`src/rtl/soc_pkg.sv`:
```
// Shared definitions for the ROM read arbiter.
//   rom_arb_state_e : arbiter FSM states (IDLE -> DATA -> RESP)
//   RESP_OKAY/RESP_SLVERR : AXI-style read response codes
//   idx_w()         : index width for a requester count (at least 1 bit)
package soc_pkg;

  typedef enum logic [1:0] {
    ST_IDLE = 2'd0,
    ST_DATA = 2'd1,
    ST_RESP = 2'd2
  } rom_arb_state_e;

  localparam logic [1:0] RESP_OKAY   = 2'b00;
  localparam logic [1:0] RESP_SLVERR = 2'b10;

  function automatic int idx_w(int n);
    return (n > 1) ? $clog2(n) : 1;
  endfunction

endpackage

```
`src/rtl/rom_rr_pick.sv`:
```
// Combinational round-robin picker.
//   req_i     : request vector, one bit per requester
//   pointer_i : index the search starts from (highest priority)
//   grant_o   : one-hot grant of the first requesting index at or after pointer_i
//   index_o   : binary index of the granted requester
//   any_o     : at least one request present
module rom_rr_pick
  import soc_pkg::*;
#(
  parameter int NUM_REQ = 2,
  localparam int IW = idx_w(NUM_REQ)
) (
  input  logic [NUM_REQ-1:0] req_i,
  input  logic [IW-1:0]      pointer_i,
  output logic [NUM_REQ-1:0] grant_o,
  output logic [IW-1:0]      index_o,
  output logic               any_o
);

  // One extra bit so pointer + offset cannot overflow before the wrap.
  logic [IW:0] w_cand;

  always_comb begin
    grant_o = '0;
    index_o = '0;
    any_o   = 1'b0;
    w_cand  = '0;
    for (int k = 0; k < NUM_REQ; k++) begin
      w_cand = {1'b0, pointer_i} + (IW+1)'(k);
      if (w_cand >= (IW+1)'(NUM_REQ)) begin
        w_cand = w_cand - (IW+1)'(NUM_REQ);
      end
      if (!any_o && req_i[w_cand[IW-1:0]]) begin
        any_o                      = 1'b1;
        index_o                    = w_cand[IW-1:0];
        grant_o[w_cand[IW-1:0]]    = 1'b1;
      end
    end
  end

endmodule

```
`src/rtl/rom_read_arb.sv`:
```
// Round-robin read arbiter in front of a single-port 64-bit ROM.
// One transaction in flight at a time: grant in IDLE, capture memory data
// in DATA, present the response in RESP until the granted requester accepts.
//   clk_i, arst_ni  : clock, synchronous active-low reset
//   ar_valid_i/ar_addr_i/ar_prot_i/ar_ready_o : per-requester read address channel
//   r_valid_o/r_ready_i : per-requester response handshake
//   r_data_o/r_resp_o   : shared response data and code (OKAY / SLVERR)
//   mem_req_o/mem_addr_o/mem_rdata_i : ROM port, data returns one cycle after strobe
module rom_read_arb
  import soc_pkg::*;
#(
  parameter int NUM_REQ    = 2,
  parameter int ADDR_WIDTH = 12,
  parameter int DATA_WIDTH = 64
) (
  input  logic                                 clk_i,
  input  logic                                 arst_ni,
  input  logic [NUM_REQ-1:0]                   ar_valid_i,
  input  logic [NUM_REQ-1:0][ADDR_WIDTH-1:0]   ar_addr_i,
  input  logic [NUM_REQ-1:0][2:0]              ar_prot_i,
  output logic [NUM_REQ-1:0]                   ar_ready_o,
  output logic [NUM_REQ-1:0]                   r_valid_o,
  output logic [DATA_WIDTH-1:0]                r_data_o,
  output logic [1:0]                           r_resp_o,
  input  logic [NUM_REQ-1:0]                   r_ready_i,
  output logic                                 mem_req_o,
  output logic [ADDR_WIDTH-3:0]                mem_addr_o,
  input  logic [DATA_WIDTH-1:0]                mem_rdata_i
);

  localparam int IW = idx_w(NUM_REQ);

  rom_arb_state_e r_state, w_state_nxt;
  logic [IW-1:0]  r_ptr, w_ptr_nxt;
  logic [IW-1:0]  r_idx;
  logic           r_err;

  logic [NUM_REQ-1:0]    w_grant;
  logic [IW-1:0]         w_gidx;
  logic                  w_any;
  logic [ADDR_WIDTH-1:0] w_addr;
  logic [2:0]            w_prot;
  logic                  w_misaligned;
  logic                  w_take;
  logic                  w_unused_prot;

  rom_rr_pick #(
    .NUM_REQ (NUM_REQ)
  ) u_pick (
    .req_i     (ar_valid_i),
    .pointer_i (r_ptr),
    .grant_o   (w_grant),
    .index_o   (w_gidx),
    .any_o     (w_any)
  );

  assign w_addr        = ar_addr_i[w_gidx];
  assign w_prot        = ar_prot_i[w_gidx];
  assign w_misaligned  = (w_addr[2:0] != 3'b000);
  // Only prot[1] (bank select) matters to a ROM.
  assign w_unused_prot = w_prot[0] ^ w_prot[2];

  always_ff @(posedge clk_i) begin
    if (!arst_ni) begin
      r_state  <= ST_IDLE;
      r_ptr    <= '0;
      r_idx    <= '0;
      r_err    <= 1'b0;
      r_data_o <= '0;
      r_resp_o <= RESP_OKAY;
    end else begin
      r_state <= w_state_nxt;
      r_ptr   <= w_ptr_nxt;
      if (w_take) begin
        r_idx <= w_gidx;
        r_err <= w_misaligned;
      end
      if (r_state == ST_DATA) begin
        // A misaligned request never strobed memory, so mem_rdata_i is stale.
        r_data_o <= r_err ? '0 : mem_rdata_i;
        r_resp_o <= r_err ? RESP_SLVERR : RESP_OKAY;
      end
    end
  end

  always_comb begin
    w_state_nxt = r_state;
    w_ptr_nxt   = r_ptr;
    w_take      = 1'b0;
    ar_ready_o  = '0;
    r_valid_o   = '0;
    mem_req_o   = 1'b0;
    mem_addr_o  = '0;
    case (r_state)
      ST_IDLE: begin
        if (w_any) begin
          w_take      = 1'b1;
          ar_ready_o  = w_grant;
          w_state_nxt = ST_DATA;
          if (!w_misaligned) begin
            mem_req_o  = 1'b1;
            mem_addr_o = {w_prot[1], w_addr[ADDR_WIDTH-1:3]};
          end
        end
      end
      ST_DATA: begin
        w_state_nxt = ST_RESP;
      end
      ST_RESP: begin
        r_valid_o[r_idx] = 1'b1;
        if (r_ready_i[r_idx]) begin
          w_state_nxt = ST_IDLE;
          w_ptr_nxt   = (r_idx == IW'(NUM_REQ-1)) ? '0 : r_idx + 1'b1;
        end
      end
      default: begin
        w_state_nxt = ST_IDLE;
      end
    endcase
    // Handshake outputs are forced quiet for as long as reset is held.
    if (!arst_ni) begin
      ar_ready_o = '0;
      r_valid_o  = '0;
      mem_req_o  = 1'b0;
      mem_addr_o = '0;
    end
  end

endmodule

```
`config.mk`:
```
export PLATFORM = sky130hd
export DESIGN_NAME = rom_read_arb
export DESIGN_NICKNAME = d
export VERILOG_FILES = /design/src/rtl/soc_pkg.sv /design/src/rtl/rom_rr_pick.sv /design/src/rtl/rom_read_arb.sv
export SDC_FILE = /design/constraint.sdc
export NUM_CORES = 1
export LEC_CHECK = 0
export BUFFER_PORTS_ARGS = -buffer_cell sky130_fd_sc_hd__clkbuf_2
export CAP_MARGIN = 10
export CORE_AREA = 3 3 93 95
export DETAILED_ROUTE_END_ITERATION = 7
export DIE_AREA = 0 0 96 98
export PLACE_DENSITY = 0.75
export REMOVE_ABC_BUFFERS = 1
export SYNTH_ARGS = -nofsm -noshare
export SYNTH_HDL_FRONTEND = slang
export SYNTH_HIERARCHICAL = 1
export SYNTH_SLANG_ARGS = --single-unit
```
`constraint.sdc`:
```
create_clock -name clk_i -period 1.5 [get_ports clk_i]
set_clock_uncertainty 0.1 [all_clocks]
set_input_delay 0.075 -clock clk_i [delete_from_list [all_inputs] [get_ports clk_i]]
set_output_delay 0.075 -clock clk_i [all_outputs]
set_load 0.1 [all_outputs]
```
==> impl_metrics.py, run 1 <==
metrics = {
    "drt": {
        "routed_wl_um": 10840,
        "ant_nets": 0,
        "drtPass1Iterations": 4,
        "avgRoutedWirePerCell_um": 15.42,
        "post-route-drc-count": 0,
        "drt_iter0_markers": 99,
        "vias": 3501,
        "drt-vias-per-instance": 4.980,
    },
    "sta": {
        "slew_headroom_pct": 62.72,
        "period_minus_slack_ns": 2.160,
        "setup_violations": 13,
        "grt_setup_unrepaired": "true",
        "finalMaxSlewViolations": 0,
        "fin_crit_sh_pct": 144.0,
        "hold_viol": 0,
        "setup_slack_ns": -0.6600,
        "fmax_mhz": 463.0,
        "worstMarginPinSlew_ns": 0.5616,
    },
    "placement": {
        "dp_hpwl_um": 6457,
        "placed_area_um2": 4394,
        "place_congestion": 0.8680,
        "portBuffers": 175,
    },
    "min_path": {
        "hold_path_class": "in2reg",
    },
    "critical_path": {
        "crit_chain": "inv_2 -> a21boi_4 -> nor4b_4 -> o211ai_1 -> buf_4 -> nor2_4 -> buf_12",
        "crit_family": "buffers and inverters",
        "path_max_fanout": 5,
        "path_class": "reg2out",
        "worstPathArrival_ns": 1.99,
        "cp.required_ns": 1.32,
        "cp-start-kind": "flop",
        "worst_path_max_delay_cell": "dfxtp_2",
        "critical_path.max_stage_delay_ns": 0.33,
        "critPathBufInv": 3,
        "end_kind": "primary output",
    },
    "clocking": {
        "cts.sinks": 70,
        "root_buffer": "clkbuf_8",
        "cts_buffer_depth": 2,
        "clk_pin_slew_ns": 0.07,
        "h-tree-depth": 3,
        "cts_tree": "yes",
        "clk_latency_ns": 0.33,
        "cts_made_buffers": 9,
    },
    "global_route": {
        "top_usage_layer": "met2",
        "grt_overflow_total": 0,
        "grt_use_met3_pct": 7.781,
        "grt_use_met2_pct": 41.80,
        "grt_max_degree": 52,
        "track_usage_pct": 23.05,
        "antenna_found_initial": 0,
        "first_global_vias": 3655,
        "use_met1_pct": 24.15,
        "grt_pass1_wl_um": 17230,
    },
    "synthesis": {
        "synth.area.top_cells": "dfxtp_1 45%, nand3b_1 15%, a21boi_1 12%",
        "ys_top_cells_by_count": "70 x dfxtp_1, 68 x nand2_1, 64 x nand3b_1, 51 x a21boi_1, 17 x a21boi_0",
        "synth_area_leader_cell": "dfxtp_1",
        "synth_area_um2": 3124,
        "async_flop_share_pct": 0,
        "synth_most_common_cell": "dfxtp_1",
        "syn-instance-count": 349,
        "synth_top_flop_cell": "dfxtp_1",
        "synth_edf_count": 0,
        "ys_types": 26,
        "synth-seq-area-share_pct": 44.85,
        "ys_ff_latch": 70,
        "yosys_warnings": 6,
        "netlist.area_leader.share_pct": 44.85,
        "syn_avg_cell_area_um2": 8.952,
    },
    "floorplanning": {
        "io_pins": 181,
        "die_h_um": 98,
        "initial_core_util_pct": 40.02,
        "rows": 32,
        "fp.coreArea_um2": 7807,
        "die_w_um": 96,
        "die-area_um2": 9408,
    },
    "job": {
        "max-cap-violations": 0,
    },
    "run_status": {
        "run_status": "finished with violations",
        "failed_checks": "negative setup slack",
    },
    "power_and_ir_drop": {
        "fin_total_pwr_w": 0.005497,
        "powerDensity_nw_per_um2": 998.8,
        "p_leak_nw": 2.368,
        "vdd_drop_max_v": 0.0004640,
    },
    "finish": {
        "seqCellArea_um2": 1405,
        "fin_area_um2": 5504,
        "multi_input_area_um2": 1724,
        "fillerInstances": 539,
        "layout.nets": 696,
        "final_layout_size_suffix_gt1_share_pct": 41.10,
        "syn_to_final_growth_pct": 76.17,
        "diodes": 0,
    },
}
[final timing paths]
kind | start | endpoint | slack (ns) | cells after the start
max | r_ptr | mem_addr_o[9] | -0.66 | 7
max reg2reg | r_ptr | r_err | 0.05 | 8
min | ar_addr_i[12] | r_err | 0.16 | 5
min reg2reg | r_data_o[61] | r_data_o[61] | 0.35 | 2
[worst min-delay path: stages]
cell       delay [ns]
clkbuf_2         0.10
nor4b_4          0.05
buf_4            0.14
nor2_4           0.08
o2bb2ai_2        0.10
[cell type report]
cell class,count,area share (%)
Tap cell,102,2.319
Timing Repair Buffer,268,37.03
Multi-Input combinational cell,244,31.33
Inverter,3,0.2046
Sequential cell,70,25.53
Clock buffer,9,2.251
Clock inverter,7,1.341
[per-layer routing]
layer | up-vias | wire length (µm)
met2 | 154 | 5771
met4 | 0 | 175
met1 | 1655 | 4035
li1 | 1675 | -
met3 | 17 | 861
met5 | - | 0
[flip-flops by register name, indices dropped and copies added (netlist names)]
name and flops:
r_state 2, r_data_o 64, r_err 1, r_resp_o 1
r_ptr 1, r_idx 1
[logic make-up (layout without fill, tap and decap cells)]
| kind of cell | after synthesis | after routing | synth area share, % |
|---|---|---|---|
| DFF | 70 | 70 | 44.85 |
| AOI/OAI and AO/OA | 74 | 74 | 17.62 |
| and+or+nand+nor | 157 | 157 | 28.23 |
| other | 1 | 1 | 0.1200 |
| muxes | 12 | 12 | 3.845 |
| buffers and inverters | 35 | 287 | 5.326 |
[power by group]
group	internal, W	total (W)	switching (W)
clock network	0.000773	0.00150	0.000724
registers	0.00198	0.00205	0.0000696
logic	0.000620	0.00195	0.00133
total	0.00337	0.00550	0.00213
[timing repair]
action | in CTS | in global routing
endpoints found under the hold margin | 65 | 0
setup buffers | 6 | 3
gates resized for setup | 37 | 10
setup endpoints to repair | 16 | 16
pin swaps | 14 | 8
cloned | 1 | 0
hold buffers | 66 | 0
[cells in the final DEF, fill, tap and decap left out, types with 2 or more instances in the layout]
cell,n
nand2_1,67
buf_12,20
inv_2,2
a21boi_0,16
dfxtp_1,67
nand3b_1,64
nor2_4,13
mux2i_1,12
dfxtp_2,3
clkbuf_2,160
buf_6,3
clkbuf_8,9
nor2b_1,2
dlygate4sd3_1,66
clkinv_2,2
a21boi_1,51
a21oi_1,2
clkinv_4,2
and3_4,2
buf_4,19
[per-stage QoR]
stage / std cells / worst slack, ns / hold WS, ns / utilization (%) / setup TNS (ns)
global route: 703 / -0.7923 / 0.1568 / 70.50 / -8.760
detailed placement: 613 / -0.3708 / 0.2227 / 56.28 / -3.766
CTS: 702 / -0.5684 / 0.1401 / 69.81 / -6.309
finish: 703 / -0.6600 / 0.1622 / 70.50 / -6.952
floorplan: 317 / -2.373 / 0.08817 / - / -58.22
global placement: 613 / -0.2969 / 0.2001 / 56.28 / -3.087
(Power assumes the default switching activity.)
==> run 2: changes to the inputs <==
- TNS_END_PERCENT: not set -> 50
==> run 2 against run 1 <==
  * The flow still finishes with violations (negative setup slack)
  * Hold slack improved by 0.011 ns
  * Final area is 1.1% lower
  * Maximum frequency is 1.3% lower
  * Setup slack worse by 0.028 ns
  * Wire length down 1.8%
  * Die area unchanged
  * Sequential power hardly changed
  * Cell count fell by 0.28%
  * Utilization is 0.75 points lower
==> impl_metrics.py, run 2 (synthesis results as in run 1) <==
metrics = {
    "global_route": {
        "grt_pass1_wl_um": 16550,
        "track_usage_pct": 22.10,
        "antenna_found_initial": 0,
        "grt_max_degree": 52,
        "grt_use_met3_pct": 7.473,
        "grt_overflow_total": 0,
        "grt_use_met2_pct": 40.20,
        "use_met1_pct": 22.94,
        "top_usage_layer": "met2",
        "first_global_vias": 3580,
    },
    "floorplanning": {
        "die_w_um": 96,
        "fp.coreArea_um2": 7807,
        "io_pins": 181,
        "die_h_um": 98,
        "rows": 32,
        "die-area_um2": 9408,
        "initial_core_util_pct": 40.02,
    },
    "clocking": {
        "cts.sinks": 70,
        "clk_latency_ns": 0.33,
        "clk_pin_slew_ns": 0.07,
        "cts_buffer_depth": 2,
        "h-tree-depth": 3,
        "root_buffer": "clkbuf_8",
        "cts_made_buffers": 9,
        "cts_tree": "yes",
    },
    "sta": {
        "grt_setup_unrepaired": "true",
        "worstMarginPinSlew_ns": 0.5589,
        "fin_crit_sh_pct": 145.9,
        "setup_violations": 15,
        "fmax_mhz": 457.0,
        "hold_viol": 0,
        "finalMaxSlewViolations": 0,
        "period_minus_slack_ns": 2.188,
        "fin_tns_setup_ns": -7.297,
        "slew_headroom_pct": 62.90,
        "setup_slack_ns": -0.6882,
    },
    "power_and_ir_drop": {
        "powerDensity_nw_per_um2": 1003,
        "vdd_drop_max_v": 0.0005274,
        "p_leak_nw": 2.339,
    },
    "critical_path": {
        "cp-start-kind": "flop",
        "worstPathArrival_ns": 2.01,
        "path_max_fanout": 5,
        "end_kind": "primary output",
        "critPathBufInv": 5,
        "critical_path.max_stage_delay_ns": 0.33,
        "crit_family": "buffers and inverters",
        "crit_chain": "inv_2 -> a21boi_2 -> buf_4 -> buf_12 -> nor4_4 -> o211ai_1 -> buf_4 -> nor2_4 -> buf_12",
        "cp.required_ns": 1.32,
        "path_class": "reg2out",
        "worst_path_max_delay_cell": "dfxtp_2",
    },
    "run_status": {
        "failed_checks": "negative setup slack",
        "run_status": "finished with violations",
    },
    "placement": {
        "dpl.cell_count": 613,
        "portBuffers": 175,
        "dpl_worst_slack_ns": -0.3708,
        "place_congestion": 0.8680,
        "placed_area_um2": 4394,
        "dp_hpwl_um": 6457,
    },
    "finish": {
        "layout.nets": 694,
        "final_layout_size_suffix_gt1_share_pct": 40.57,
        "fin_area_um2": 5445,
        "reg.largest.list": "r_data_o x64, r_state x2",
        "mostFrequentLayoutCell": "clkbuf_2",
        "syn_to_final_growth_pct": 74.29,
        "final_cell_mix": "160 x clkbuf_2, 69 x dfxtp_1, 68 x nand2_1, 66 x dlygate4sd3_1, 64 x nand3b_1",
        "diodes": 0,
        "top_register": "r_data_o",
        "finalNonFillerCells": 701,
        "largest_register_ffs": 64,
    },
    "drt": {
        "ant_nets": 0,
        "drt-vias-per-instance": 4.960,
        "drtPass1Iterations": 4,
        "drt_iter0_markers": 127,
        "routed_wl_um": 10650,
        "avgRoutedWirePerCell_um": 15.19,
        "post-route-drc-count": 0,
        "vias": 3477,
    },
    "min_path": {
        "hold_path_class": "in2reg",
    },
    "job": {
        "max-cap-violations": 0,
    },
}
## run 2: per-stage QoR
stage               hold WS (ns)  power [W]  utilization (%)
floorplan                0.08817   0.003301                -
global placement          0.2001   0.003772            56.28
global route              0.1546   0.005708            69.74
finish                    0.1730   0.005462            69.74
CTS                       0.1365   0.005480            69.04
detailed placement        0.2227   0.003799            56.28
## run 2: worst register-to-register path: cells and delay by family (launching register included)
family                 cells  cell delay, ns
DFF                        1            0.34
buffers and inverters      4            0.43
AOI/OAI and AO/OA          2            0.24
and+or+nand+nor            2            0.26
## run 2: worst paths after layout
kind | end | start | cells past startpoint | slack, ns
worst max-delay path | mem_addr_o[9] | r_ptr | 9 | -0.69
worst min-delay path | r_data_o[21] | arst_ni | 3 | 0.17
worst max register to register | r_err | r_ptr | 8 | 0.03
worst min register to register | r_data_o[8] | r_data_o[8] | 2 | 0.35
## run 2: cell type report
cell class,count,area (µm²)
inverter,3,11.26
clock buffer,9,123.9
clock inverter,7,73.82
multi-input combinational,244,1690
sequential,70,1403
fill,539,2362
timing repair buffer,266,2016
tap,102,127.6
## run 2: power breakdown
group	internal, W	switching, W	total (W)
Clock	0.000773	0.000724	0.00150
Combinational	0.000603	0.00132	0.00192
Sequential	0.00198	0.0000647	0.00204
## run 2: repair_timing
action,in CTS,in global routing
hold buffers,66,0
endpoints found under the hold margin,65,0
gates cloned,1,0
pin swaps,12,4
endpoints found under the setup margin,16,16
setup buffers,3,2
gates resized for setup,29,7
## run 2: layer usage
| metal | routed length [µm] | up-vias |
|---|---|---|
| met1 | 3956 | 1631 |
| met3 | 919 | 19 |
| li1 | - | 1671 |
| met5 | 0 | - |
| met4 | 215 | 0 |
| met2 | 5556 | 156 |
==> run 3: changes to the inputs <==
--- a/config.mk
+++ b/config.mk
@@ -11,4 +11,6 @@
 export DETAILED_ROUTE_END_ITERATION = 7
 export DIE_AREA = 0 0 96 98
+export GPL_ROUTABILITY_DRIVEN = 1
+export MAX_ROUTING_LAYER = met4
 export PLACE_DENSITY = 0.75
 export REMOVE_ABC_BUFFERS = 1
==> constraint.sdc (replaced) <==
create_clock -name clk_i -period 1.5 [get_ports clk_i]
set_clock_uncertainty 0.1 [all_clocks]
set_input_delay 0.15 -clock clk_i [delete_from_list [all_inputs] [get_ports clk_i]]
set_output_delay 0.15 -clock clk_i [all_outputs]
set_load 0.1 [all_outputs]
==> run 3 against run 2 <==
  * The run still ends with negative setup slack left
  * Register-to-register slack better by 0.02 ns
  * Utilization is 0.67 points lower
  * Non-clock buffer count decreased by 3
  * Clock-buffer cell count grew 3
  * Highest routed layer unchanged
==> impl_metrics.py, run 3 (synthesis results as in run 1) <==
metrics = {
    "drt": {
        "routed_wl_um": 10400,
        "post-route-drc-count": 0,
        "ant_nets": 0,
        "vias": 3440,
        "drtPass1Iterations": 6,
        "drt_iter0_markers": 78,
        "avgRoutedWirePerCell_um": 14.90,
        "drt-vias-per-instance": 4.928,
    },
    "clocking": {
        "h-tree-depth": 3,
        "cts.sinks": 70,
        "cts_buffer_depth": 2,
        "clk_latency_ns": 0.32,
        "clk_pin_slew_ns": 0.07,
        "root_buffer": "clkbuf_8",
        "cts_tree": "yes",
        "cts_made_buffers": 9,
    },
    "min_path": {
        "min_path_cells": 3,
        "hold_start": "r_ready_i[0]",
        "holdPathEnd": "r_ptr",
        "hold_path_class": "in2reg",
    },
    "run_status": {
        "run_status": "finished with violations",
        "failed_checks": "negative setup slack",
    },
    "finish": {
        "final_core_util_pct": 69.07,
        "fin_area_um2": 5393,
        "top_register": "r_data_o",
        "syn_to_final_growth_pct": 72.61,
        "final_cell_mix": "160 x clkbuf_2, 69 x dfxtp_1, 67 x nand2_1, 65 x dlygate4sd3_1, 64 x nand3b_1",
        "mostFrequentLayoutCell": "clkbuf_2",
        "largest_register_ffs": 64,
        "final_layout_size_suffix_gt1_share_pct": 39.43,
        "diodes": 0,
        "layout.nets": 691,
        "reg.largest.list": "r_data_o x64, r_state x2",
    },
    "critical_path": {
        "end_kind": "primary output",
        "cp.required_ns": 1.25,
        "crit_family": "buffers and inverters",
        "reg2reg_from": "r_ptr",
        "critical_path.max_stage_delay_ns": 0.34,
        "worstRegToRegCells": 7,
        "path_class": "reg2out",
        "critPathBufInv": 4,
        "cp-start-kind": "flop",
        "crit_chain": "inv_2 -> a21boi_2 -> buf_6 -> nor4b_4 -> o211ai_1 -> buf_4 -> nor2_4 -> buf_12",
        "worstPathArrival_ns": 1.97,
        "reg2reg_to": "r_err",
        "rrSetupSlack_ns": 0.05,
        "worst_path_max_delay_cell": "dfxtp_2",
        "path_max_fanout": 5,
    },
    "floorplanning": {
        "die_w_um": 96,
        "fp.coreArea_um2": 7807,
        "initial_core_util_pct": 40.02,
        "die-area_um2": 9408,
        "die_h_um": 98,
        "rows": 32,
        "io_pins": 181,
    },
    "job": {
        "max-cap-violations": 0,
    },
    "sta": {
        "worstMarginPinSlew_ns": 0.5650,
        "holdWs_ns": 0.05723,
        "fin_crit_sh_pct": 148.1,
        "grt_setup_unrepaired": "true",
        "slew_headroom_pct": 62.49,
        "setup_violations": 15,
        "hold_viol": 0,
        "period_minus_slack_ns": 2.222,
        "fmax_mhz": 450.0,
        "finalMaxSlewViolations": 0,
        "setup_slack_ns": -0.7222,
    },
    "global_route": {
        "grt_max_degree": 48,
        "track_usage_pct": 22.77,
        "antenna_found_initial": 0,
        "grt_pass1_wl_um": 16600,
        "grt_overflow_total": 0,
        "first_global_vias": 3606,
    },
    "placement": {
        "place_congestion": 0.8654,
        "dp_hpwl_um": 6455,
        "placed_area_um2": 4387,
        "portBuffers": 175,
    },
    "power_and_ir_drop": {
        "powerDensity_nw_per_um2": 998.6,
        "vdd_drop_max_v": 0.0005245,
        "p_leak_nw": 2.314,
    },
}
run 3: layer usage:
| layer | track usage, % | share of wire [%] |
|---|---|---|
| met1 | 24.09 | 39 |
| met2 | 40.10 | 50 |
| met3 | 6.549 | 8.2 |
| met4 | 7.112 | 2.1 |
| met5 | - | 0 |
run 3: cell type report:
type	instances	area [µm²]
Inverter	3	11.26
Timing Repair Buffer	263	1982
Clock inverter	4	47.55
Fill cell	587	2415
Clock buffer	12	135.1
Sequential cell	70	1403
Multi-Input combinational cell	244	1687
Tap cell	102	127.6
run 3: through the flow:
step	cells	setup WS (ns)	setup TNS [ns]	power, W
3_5_place_dp	612	-0.5008	-4.918	0.003798
4_1_cts	698	-0.6421	-7.704	0.005405
6_report	698	-0.7222	-8.131	0.005385
2_1_floorplan	317	-2.448	-59.35	0.003301
5_1_grt	698	-0.8212	-9.648	0.005628
3_3_place_gp	612	-0.3794	-4.038	0.003772
run 3: tightest hold or removal path, stage by stage:
cell and delay (ns):
clkbuf_2 0.09, a21oi_1 0.14, a311oi_1 0.06
run 3: worst max path at each step:
stage | depth (start not counted) | from | end | slack [ns]
CTS | 8 | r_ptr | mem_addr_o[8] | -0.64
global route | 8 | r_ptr | mem_addr_o[5] | -0.82
detailed placement | 8 | r_ptr | mem_addr_o[0] | -0.50
finish | 8 | r_ptr | mem_addr_o[5] | -0.72
global placement | 8 | r_ptr | mem_addr_o[6] | -0.38
floorplan | 5 | r_ptr | mem_addr_o[0] | -2.45
run 3: timing repair:
| action | CTS | global route |
|---|---|---|
| hold buffers | 65 | 0 |
| endpoints found under the setup margin | 15 | 16 |
| buffers inserted | 4 | 0 |
| pin swaps | 13 | 1 |
| cloned | 1 | 0 |
| resized for setup | 32 | 4 |
| hold endpoints to repair | 65 | 0 |
run 3: where the power goes:
| group | total, W | switching (W) | internal (W) |
|---|---|---|---|
| Sequential | 0.00204 | 0.0000671 | 0.00198 |
| Combinational | 0.00190 | 0.00131 | 0.000591 |
| Clock | 0.00144 | 0.000675 | 0.000766 |
